<file path="config.mk">
export PLATFORM = sky130hd
export DESIGN_NAME = mem_port_arbiter
export DESIGN_NICKNAME = d
export VERILOG_FILES = /design/src/rtl/mem_port_arbiter.sv
export SDC_FILE = /design/constraint.sdc
export NUM_CORES = 1
export LEC_CHECK = 0
export CAP_MARGIN = 20
export CORE_ASPECT_RATIO = 1.2
export CORE_MARGIN = 8
export CORE_UTILIZATION = 43
export DETAILED_ROUTE_END_ITERATION = 10
export GPL_ROUTABILITY_DRIVEN = 0
export GPL_TIMING_DRIVEN = 0
export PLACE_DENSITY_LB_ADDON = 0.1
export SLEW_MARGIN = 25
export SYNTH_ARGS = -nofsm -noshare
export SYNTH_HDL_FRONTEND = slang
export SYNTH_SLANG_ARGS = --single-unit
</file>
<file path="constraint.sdc">
create_clock -name CLK -period 1.97 [get_ports CLK]
set_input_delay 0.394 -clock CLK [delete_from_list [all_inputs] [get_ports CLK]]
set_output_delay 0.394 -clock CLK [all_outputs]
set_load 0.1 [all_outputs]
</file>
<file path="src/rtl/mem_port_arbiter.sv">
// mem_port_arbiter: two-port access controller for the 64 x 9 unified memory.
// Port 0 is the CPU, port 1 is the loader/debug port. Each granted request
// becomes a SETUP / STROBE / FINISH sequence that drives the memory's
// edge-triggered READ/WRITE strobes, followed by a one-cycle ACK to the winner.
// Optional build macro: MEM_ARB_ROUND_ROBIN_EN. When it is defined, tied
// requests are granted round-robin. When it is not defined, port 0 wins ties.
module mem_port_arbiter #(
    parameter int AW            = 6,
    parameter int DW            = 9,
    parameter int STROBE_CYCLES = 1
) (
    input  logic          CLK,
    input  logic          RESET,
    input  logic          REQ0,
    input  logic          WE0,
    input  logic [AW-1:0] A0,
    input  logic [DW-1:0] WDATA0,
    output logic          ACK0,
    output logic [DW-1:0] RDATA0,
    input  logic          REQ1,
    input  logic          WE1,
    input  logic [AW-1:0] A1,
    input  logic [DW-1:0] WDATA1,
    output logic          ACK1,
    output logic [DW-1:0] RDATA1,
    output logic          BUSY,
    output logic          MEM_READ,
    output logic          MEM_WRITE,
    output logic [AW-1:0] MEM_A,
    output logic [DW-1:0] MEM_DATA,
    input  logic [DW-1:0] MEM_D
);

    localparam logic [1:0] IDLE   = 2'd0;
    localparam logic [1:0] SETUP  = 2'd1;
    localparam logic [1:0] STROBE = 2'd2;
    localparam logic [1:0] FINISH = 2'd3;

    // The counter reloads with the number of remaining strobe cycles minus one.
    localparam logic [3:0] CNT_INIT = 4'(STROBE_CYCLES - 1);

    logic [1:0] state;
    logic [3:0] cnt;
    logic       grant_port;
    logic       lat_we;
    logic       any_req;
    logic       winner;

`ifdef MEM_ARB_ROUND_ROBIN_EN
    logic       last_grant;

    // Pick the winner. A lone request always wins. A tie goes to the port that was not served last.
    always_comb begin
        any_req = REQ0 | REQ1;
        if (REQ0 && REQ1) begin
            winner = ~last_grant;
        end else begin
            winner = ~REQ0;
        end
    end

    // Remember which port was granted most recently. Reset points at port 1, so port 0 wins the first tie.
    always_ff @(posedge CLK or posedge RESET) begin
        if (RESET) begin
            last_grant <= 1'b1;
        end else if (state == IDLE && any_req) begin
            last_grant <= winner;
        end
    end
`else
    // Pick the winner with fixed priority: port 0 wins whenever it is requesting.
    always_comb begin
        any_req = REQ0 | REQ1;
        winner  = ~REQ0;
    end
`endif

    // Access sequencer: latch the winner, set up the address, pulse the strobe, then acknowledge.
    always_ff @(posedge CLK or posedge RESET) begin
        if (RESET) begin
            state      <= IDLE;
            cnt        <= 4'd0;
            grant_port <= 1'b0;
            lat_we     <= 1'b0;
            BUSY       <= 1'b0;
            MEM_READ   <= 1'b0;
            MEM_WRITE  <= 1'b0;
            MEM_A      <= '0;
            MEM_DATA   <= '0;
            ACK0       <= 1'b0;
            ACK1       <= 1'b0;
            RDATA0     <= '0;
            RDATA1     <= '0;
        end else begin
            ACK0 <= 1'b0;
            ACK1 <= 1'b0;
            case (state)
                IDLE: begin
                    if (any_req) begin
                        state      <= SETUP;
                        BUSY       <= 1'b1;
                        grant_port <= winner;
                        lat_we     <= winner ? WE1 : WE0;
                        MEM_A      <= winner ? A1 : A0;
                        MEM_DATA   <= winner ? WDATA1 : WDATA0;
                    end
                end
                SETUP: begin
                    state     <= STROBE;
                    cnt       <= CNT_INIT;
                    MEM_READ  <= ~lat_we;
                    MEM_WRITE <= lat_we;
                end
                STROBE: begin
                    if (cnt == 4'd0) begin
                        state     <= FINISH;
                        MEM_READ  <= 1'b0;
                        MEM_WRITE <= 1'b0;
                        ACK0      <= ~grant_port;
                        ACK1      <= grant_port;
                        if (!lat_we) begin
                            if (grant_port) begin
                                RDATA1 <= MEM_D;
                            end else begin
                                RDATA0 <= MEM_D;
                            end
                        end
                    end else begin
                        cnt <= cnt - 4'd1;
                    end
                end
                FINISH: begin
                    state <= IDLE;
                    BUSY  <= 1'b0;
                end
                default: begin
                    state <= IDLE;
                end
            endcase
        end
    end

endmodule

</file>
==> out/qor.yml, run 1 <==
status:
  status: "complete, no violations"
die:
  start_util_pct: 44.4
  ioPinCount: 83
  placementRows: 27
  fp.dieArea_um2: 7210
  die_height_um: 91.4
  core_area_um2: 4590
  die_w_um: 78.9
clock_network:
  postCtsSetupBuffers: 0
  path_clk_slew_ns: 0.08
  ctsHtreeMaxLevel: 2
  numClockSinks: 46
  ctsRootBufferMaster: "clkbuf_8"
  cts_tree: "built"
  cts_hold_buf: 0
  clk_path_buf_depth: 2
  clk-insertion-delay-late_ns: 0.29
  cts.repair.resized: 38
  cts_buffers: 5
synth:
  synth_seq_cells: 46
  synthFlopType: "dfrtp_1"
  async_flop_share_pct: 100
  synth_cells: 165
  yosys-top-cells-area: "dfrtp_1 56%, mux2_2 9.9%, mux2i_1 9.8%, o21ai_0 4.4%, nand2_1 4.2%"
  avgSynthCellArea_um2: 12.4
  synth_top_area_share_pct: 56.5
  synth-edff-count: 0
  yosysUniqueCellTypes: 28
  yosys_warnings: 0
  synth_common_cells: "46 x dfrtp_1, 23 x nand2_1, 20 x mux2i_1, 18 x mux2_2, 18 x o21ai_0"
  yosys.area.top_type: "dfrtp_1"
  synth.net_count: 216
  yosysSeqAreaShare_pct: 56.5
  synth_area_um2: 2040
  yosysMostFrequentCell: "dfrtp_1"
critical_path:
  ff2ff_path_depth: 7
  r2r_slack_ns: 0.14
  reg2reg_to: "RDATA1[6]"
  critPathBufInv: 1
  cp_data_arrival_time_ns: 1.52
  path_max_fanout: 2
  path_delay_family: "buffers and inverters"
  worst-endpoint-required_ns: 1.58
  slowest_stage: "dlygate4sd2_1"
  max_stage_delay_ns: 0.88
  crit_path_start_kind: "register"
  path_cells: "dlygate4sd2_1"
  reg2reg_from: "state[0]"
  critPathKind: "register to output pin"
  cp-end-kind: "output pin"
cells_and_area:
  nFillCells: 398
  diodes: 0
  fin_cells: 313
  seqCellArea_um2: 1150
  finalNetCount: 305
  multi_input_area_um2: 826
  drive_gt1_share_pct: 14.1
  synthToLayoutAreaGrowth_pct: 47.0
route:
  first_iter_violations: 25
  ant_nets: 0
  drc: 0
  wl_um: 4760
  via_per_inst: 4.90
  dr_total_vias: 1534
  routedWlPerCell_um: 15.2
  first_pass_iters: 4
timing:
  max_freq_ghz: 0.523
  rsz0062_at_grt: "no"
  timing.max_slew.rel_slack_pct: 34.1
  whs_ns: 0.462
  fin_skew_ns: 0.00516
  fin_crit_sh_pct: 97.1
  drv_slew: 0
  fin_crit_ns: 1.91
  finalHoldViolCount: 0
  setup_viol: 0
  worst_slew_pin_slew_ns: 0.993
global_route:
  grt_pass1_wl_um: 8110
  grt-ovfl-total: 0
  grt_usage_pct: 13.9
  antenna_found_initial: 0
  grt_pass1_vias: 1674
  grt_max_degree: 25
placed_design:
  port_buffers: 81
  dp.cells: 305
  post-dp-hpwl_um: 3850
flow_run:
  max_cap_viol_count: 0
worst_hold_path:
  hp-class: "input port to async pin"
[worst max-delay path by stage]
stage | start | endpoint | depth (start not counted)
floorplan | state[0] | RDATA1[0] | 7
global placement | RESET | cnt[1] | 2
detailed placement | REQ1 | MEM_DATA[8] | 4
CTS | MEM_WRITE | MEM_WRITE | 1
global route | MEM_WRITE | MEM_WRITE | 1
finish | MEM_A[4] | MEM_A[4] | 1
[registers in the layout (all words and copies together), names as in the netlist]
name / cells
ACK1: 1
lat_we: 1
cnt: 4
MEM_WRITE: 1
MEM_A: 6
grant_port: 1
RDATA0: 9
MEM_DATA: 9
ACK0: 1
BUSY: 1
RDATA1: 9
MEM_READ: 1
state: 2
[logic make-up (layout without fill, tap and decap cells)]
family                     after synthesis  count (layout)  synth area share, %
AOI/OAI and AO/OA                       25              25                 6.75
adders and majority gates                6               6                 3.68
buffers and inverters                   13             103                 3.01
DFF                                     46              46                 56.5
muxes                                   39              39                 20.5
and+or+nand+nor                         36              36                 9.58
[layout by cell type (no fill, tap or decap), types with 2 or more instances in the layout]
cell type and instances:
buf_2 4, mux2_2 18, clkbuf_1 2, ha_1 6
buf_4 2, nor2_1 2, o21ai_0 18, clkdlybuf4s50_1 43
dlygate4sd2_1 36, mux2i_1 20, nor2b_1 2, clkdlybuf4s15_1 2
clkbuf_8 6, a21oi_1 2, nand2_1 23, dfrtp_1 46
inv_1 5
[metrics by stage]
| stage | setup TNS (ns) | worst slack (ns) | utilization [%] | instance area [µm²] |
|---|---|---|---|---|
| CTS | 0 | 0.0343 | 65.1 | 2990 |
| floorplan | 0 | 0.274 | - | 2040 |
| finish | 0 | 0.0576 | 65.2 | 3000 |
| global route | 0 | 0.00463 | 65.2 | 3000 |
| global placement | -20.17 | -0.440 | 63.6 | 2920 |
| detailed placement | 0 | 0.0585 | 64.2 | 2950 |
[area by class of cell]
cell class              count  share of cell area, %
clock buffers               7                   2.88
clock inverters             1                  0.167
plain buffers               7                   1.29
repair buffers             82                   26.5
flip-flops and latches     46                   38.4
multi-input cells         106                   27.6
well taps                  58                   2.42
inverters                   6                  0.752
[metal layers]
| layer | track usage [%] | share of wire [%] |
|---|---|---|
| met1 | 15.4 | 40 |
| met2 | 23.3 | 50 |
| met3 | 6.31 | 8.4 |
| met4 | 4.18 | 1.4 |
| met5 | 0 | 0 |
Power of run 1 is not shown: default switching activity piles up to over one toggle a cycle in this logic, so the estimate is an artifact.
==> run 2, diff against run 1 <==
--- a/config.mk
+++ b/config.mk
@@ -12,6 +12,7 @@
 export DETAILED_ROUTE_END_ITERATION = 10
 export GPL_ROUTABILITY_DRIVEN = 0
 export GPL_TIMING_DRIVEN = 0
+export HOLD_SLACK_MARGIN = 0.15
 export PLACE_DENSITY_LB_ADDON = 0.1
 export SLEW_MARGIN = 25
 export SYNTH_ARGS = -nofsm -noshare
==> results of run 2 <==
Final layout, timing and power as in run 1 (identical DEF).
Power of run 2 is left out for the same reason.
==> run 3, diff against run 2 <==
--- a/config.mk
+++ b/config.mk
@@ -6,9 +6,9 @@
 export NUM_CORES = 1
 export LEC_CHECK = 0
 export CAP_MARGIN = 20
-export CORE_ASPECT_RATIO = 1.2
 export CORE_MARGIN = 8
-export CORE_UTILIZATION = 43
+export CORE_UTILIZATION = 44
+export CTS_BUF_LIST = sky130_fd_sc_hd__clkbuf_4
 export DETAILED_ROUTE_END_ITERATION = 10
 export GPL_ROUTABILITY_DRIVEN = 0
 export GPL_TIMING_DRIVEN = 0
==> out/qor.yml, run 3 (synthesized netlist as in run 1, its figures left out) <==
critical_path:
  critPathBufInv: 1  # unchanged
  reg2reg_from: "state[0]"
  max_stage_delay_ns: 0.82  # -0.06 ns
  ff2ff_path_depth: 7  # unchanged
  critPathKind: "register to output pin"
  path_cells: "clkdlybuf4s15_1"
  cp_data_arrival_time_ns: 1.52  # about the same
  r2r_slack_ns: 0.12  # -0.02 ns
  cp-end-kind: "output pin"
  path_max_fanout: 1  # -1
  reg2reg_to: "RDATA1[5]"
  path_delay_family: "buffers and inverters"
  crit_path_start_kind: "register"
  slowest_stage: "clkdlybuf4s15_1"
  worst-endpoint-required_ns: 1.58  # about the same
route:
  ant_nets: 0  # unchanged
  first_pass_iters: 4  # unchanged
  wl_um: 4510  # -5.1%
  via_per_inst: 4.86  # -0.77%
  first_iter_violations: 67  # +170%
  dr_total_vias: 1493  # -2.7%
  routedWlPerCell_um: 14.7  # -3.3%
  drc: 0  # unchanged
clock_network:
  postCtsSetupBuffers: 0  # unchanged
  ctsHtreeMaxLevel: 2  # unchanged
  numClockSinks: 46  # unchanged
  path_clk_slew_ns: 0.14  # +0.06 ns
  ctsRootBufferMaster: "clkbuf_4"
  cts_buffers: 5  # unchanged
  cts_hold_buf: 0  # unchanged
  clk_path_buf_depth: 2  # unchanged
  clk-insertion-delay-late_ns: 0.35  # +0.06 ns
  cts_tree: "built"
placed_design:
  place_area_um2: 2930  # -0.51%
  post-dp-hpwl_um: 3560  # -7.5%
  port_buffers: 81  # unchanged
  dp.cells: 299  # -2.0%
global_route:
  gr-usage-met2_pct: 18.3  # -4.9 points
  grt_max_degree: 31  # +24%
  antenna_found_initial: 0  # unchanged
  gr-usage-met1_pct: 16.6  # +1.2 points
  gr-max-usage-layer: "met2"
  grt_use_met3_pct: 6.35  # +0.036 points
  grt_pass1_wl_um: 7520  # -7.3%
  grt_pass1_vias: 1554  # -7.2%
  grt-ovfl-total: 0  # unchanged
  grt_usage_pct: 12.8  # -1.1 points
die:
  core_area_um2: 4410  # -3.9%
  placementRows: 24  # -11%
  die_height_um: 84.1  # -8.1%
  ioPinCount: 83  # unchanged
  fp.dieArea_um2: 7070  # -2.0%
  die_w_um: 84.1  # +6.6%
  start_util_pct: 46.2  # +1.8 points
timing:
  max_freq_ghz: 0.522  # -0.21%
  drv_slew: 0  # unchanged
  setup_viol: 0  # unchanged
  rsz0062_at_grt: "no"
  timing.max_slew.rel_slack_pct: 36.6  # +2.6 points
  worst_slew_pin_slew_ns: 0.954  # -0.0386 ns
  fin_crit_ns: 1.92  # +0.00396 ns
  fin_skew_ns: 0.0124  # +0.00720 ns
  setup_tns_ns: 0  # unchanged
  finalHoldViolCount: 0  # unchanged
  fin_crit_sh_pct: 97.3  # +0.20 points
cells_and_area:
  drive_gt1_share_pct: 29.0  # +15 points
  diodes: 0  # unchanged
  synthToLayoutAreaGrowth_pct: 43.5
  layout.cells.most_common_list: "46 x dfrtp_1, 43 x clkdlybuf4s50_1, 23 x nand2_1"
  finalNetCount: 305  # unchanged
  fin_cells: 307  # -1.9%
  nFillCells: 368  # -7.5%
  utilization_pct: 66.3  # +1.1 points
  final_common_cell: "dfrtp_1"
  reg_top3: "MEM_DATA x9, RDATA0 x9, RDATA1 x9"
  fin_area_um2: 2930  # -2.3%
status:
  status: "complete, no violations"
worst_hold_path:
  hp-class: "input port to async pin"
flow_run:
  max_cap_viol_count: 0  # unchanged
-- run 3: changes by cell type in the layout (fill, tap and decap cells not counted) --
cell,delta
clkdlybuf4s15_1,-1
clkdlybuf4s15_2,+15
clkinv_2,-1
clkbuf_2,+22
clkbuf_4,+5
bufinv_16,+1
buf_12,+1
clkbuf_1,-1
dlygate4sd2_1,-36
clkbuf_8,-6
buf_16,-1
clkinvlp_4,+2
-- run 3: how the worst max path moves through the flow --
stage | startpoint | to | slack [ns] | cells past startpoint
after floorplan | state[0] | RDATA1[0] | 0.27 | 7
after global placement | RESET | MEM_DATA[2] | -0.45 | 2
after detailed placement | REQ1 | MEM_DATA[7] | -0.008 | 4
after CTS | MEM_DATA[7] | MEM_DATA[7] | 0.0005 | 1
after global routing | ACK1 | ACK1 | 0.006 | 1
final | ACK1 | ACK1 | 0.05 | 1
-- run 3: repair_timing --
item                       CTS  global route
gates resized for setup     91            22
setup endpoints to repair   38            22
gates cloned                 0             0
pin swaps                    0             0
-- run 3: area by class of cell --
class,instances,area [µm²],share of cell area (%)
Clock inverter,3,45.0,1.54
Buffer,7,38.8,1.33
Timing Repair Buffer,82,739,25.3
Tap cell,52,65.1,2.22
Sequential cell,46,1150,39.3
Clock buffer,5,37.5,1.28
Multi-Input combinational cell,106,826,28.2
Inverter,6,22.5,0.770
-- run 3: stage by stage --
stage	hold slack (ns)	setup WS [ns]
6_report	0.318	0.0536
5_1_grt	0.328	0.00581
4_1_cts	0.317	0.000496
3_5_place_dp	0.469	-0.00797
3_3_place_gp	0.461	-0.451
2_1_floorplan	0.483	0.274
-- run 3: metal layers --
metal	wire length [µm]	part of all wire (%)
met1	2120	47
met2	1880	42
met3	479	11
met4	36	0.80
met5	0	0
Power of run 3 is left out for the same reason.
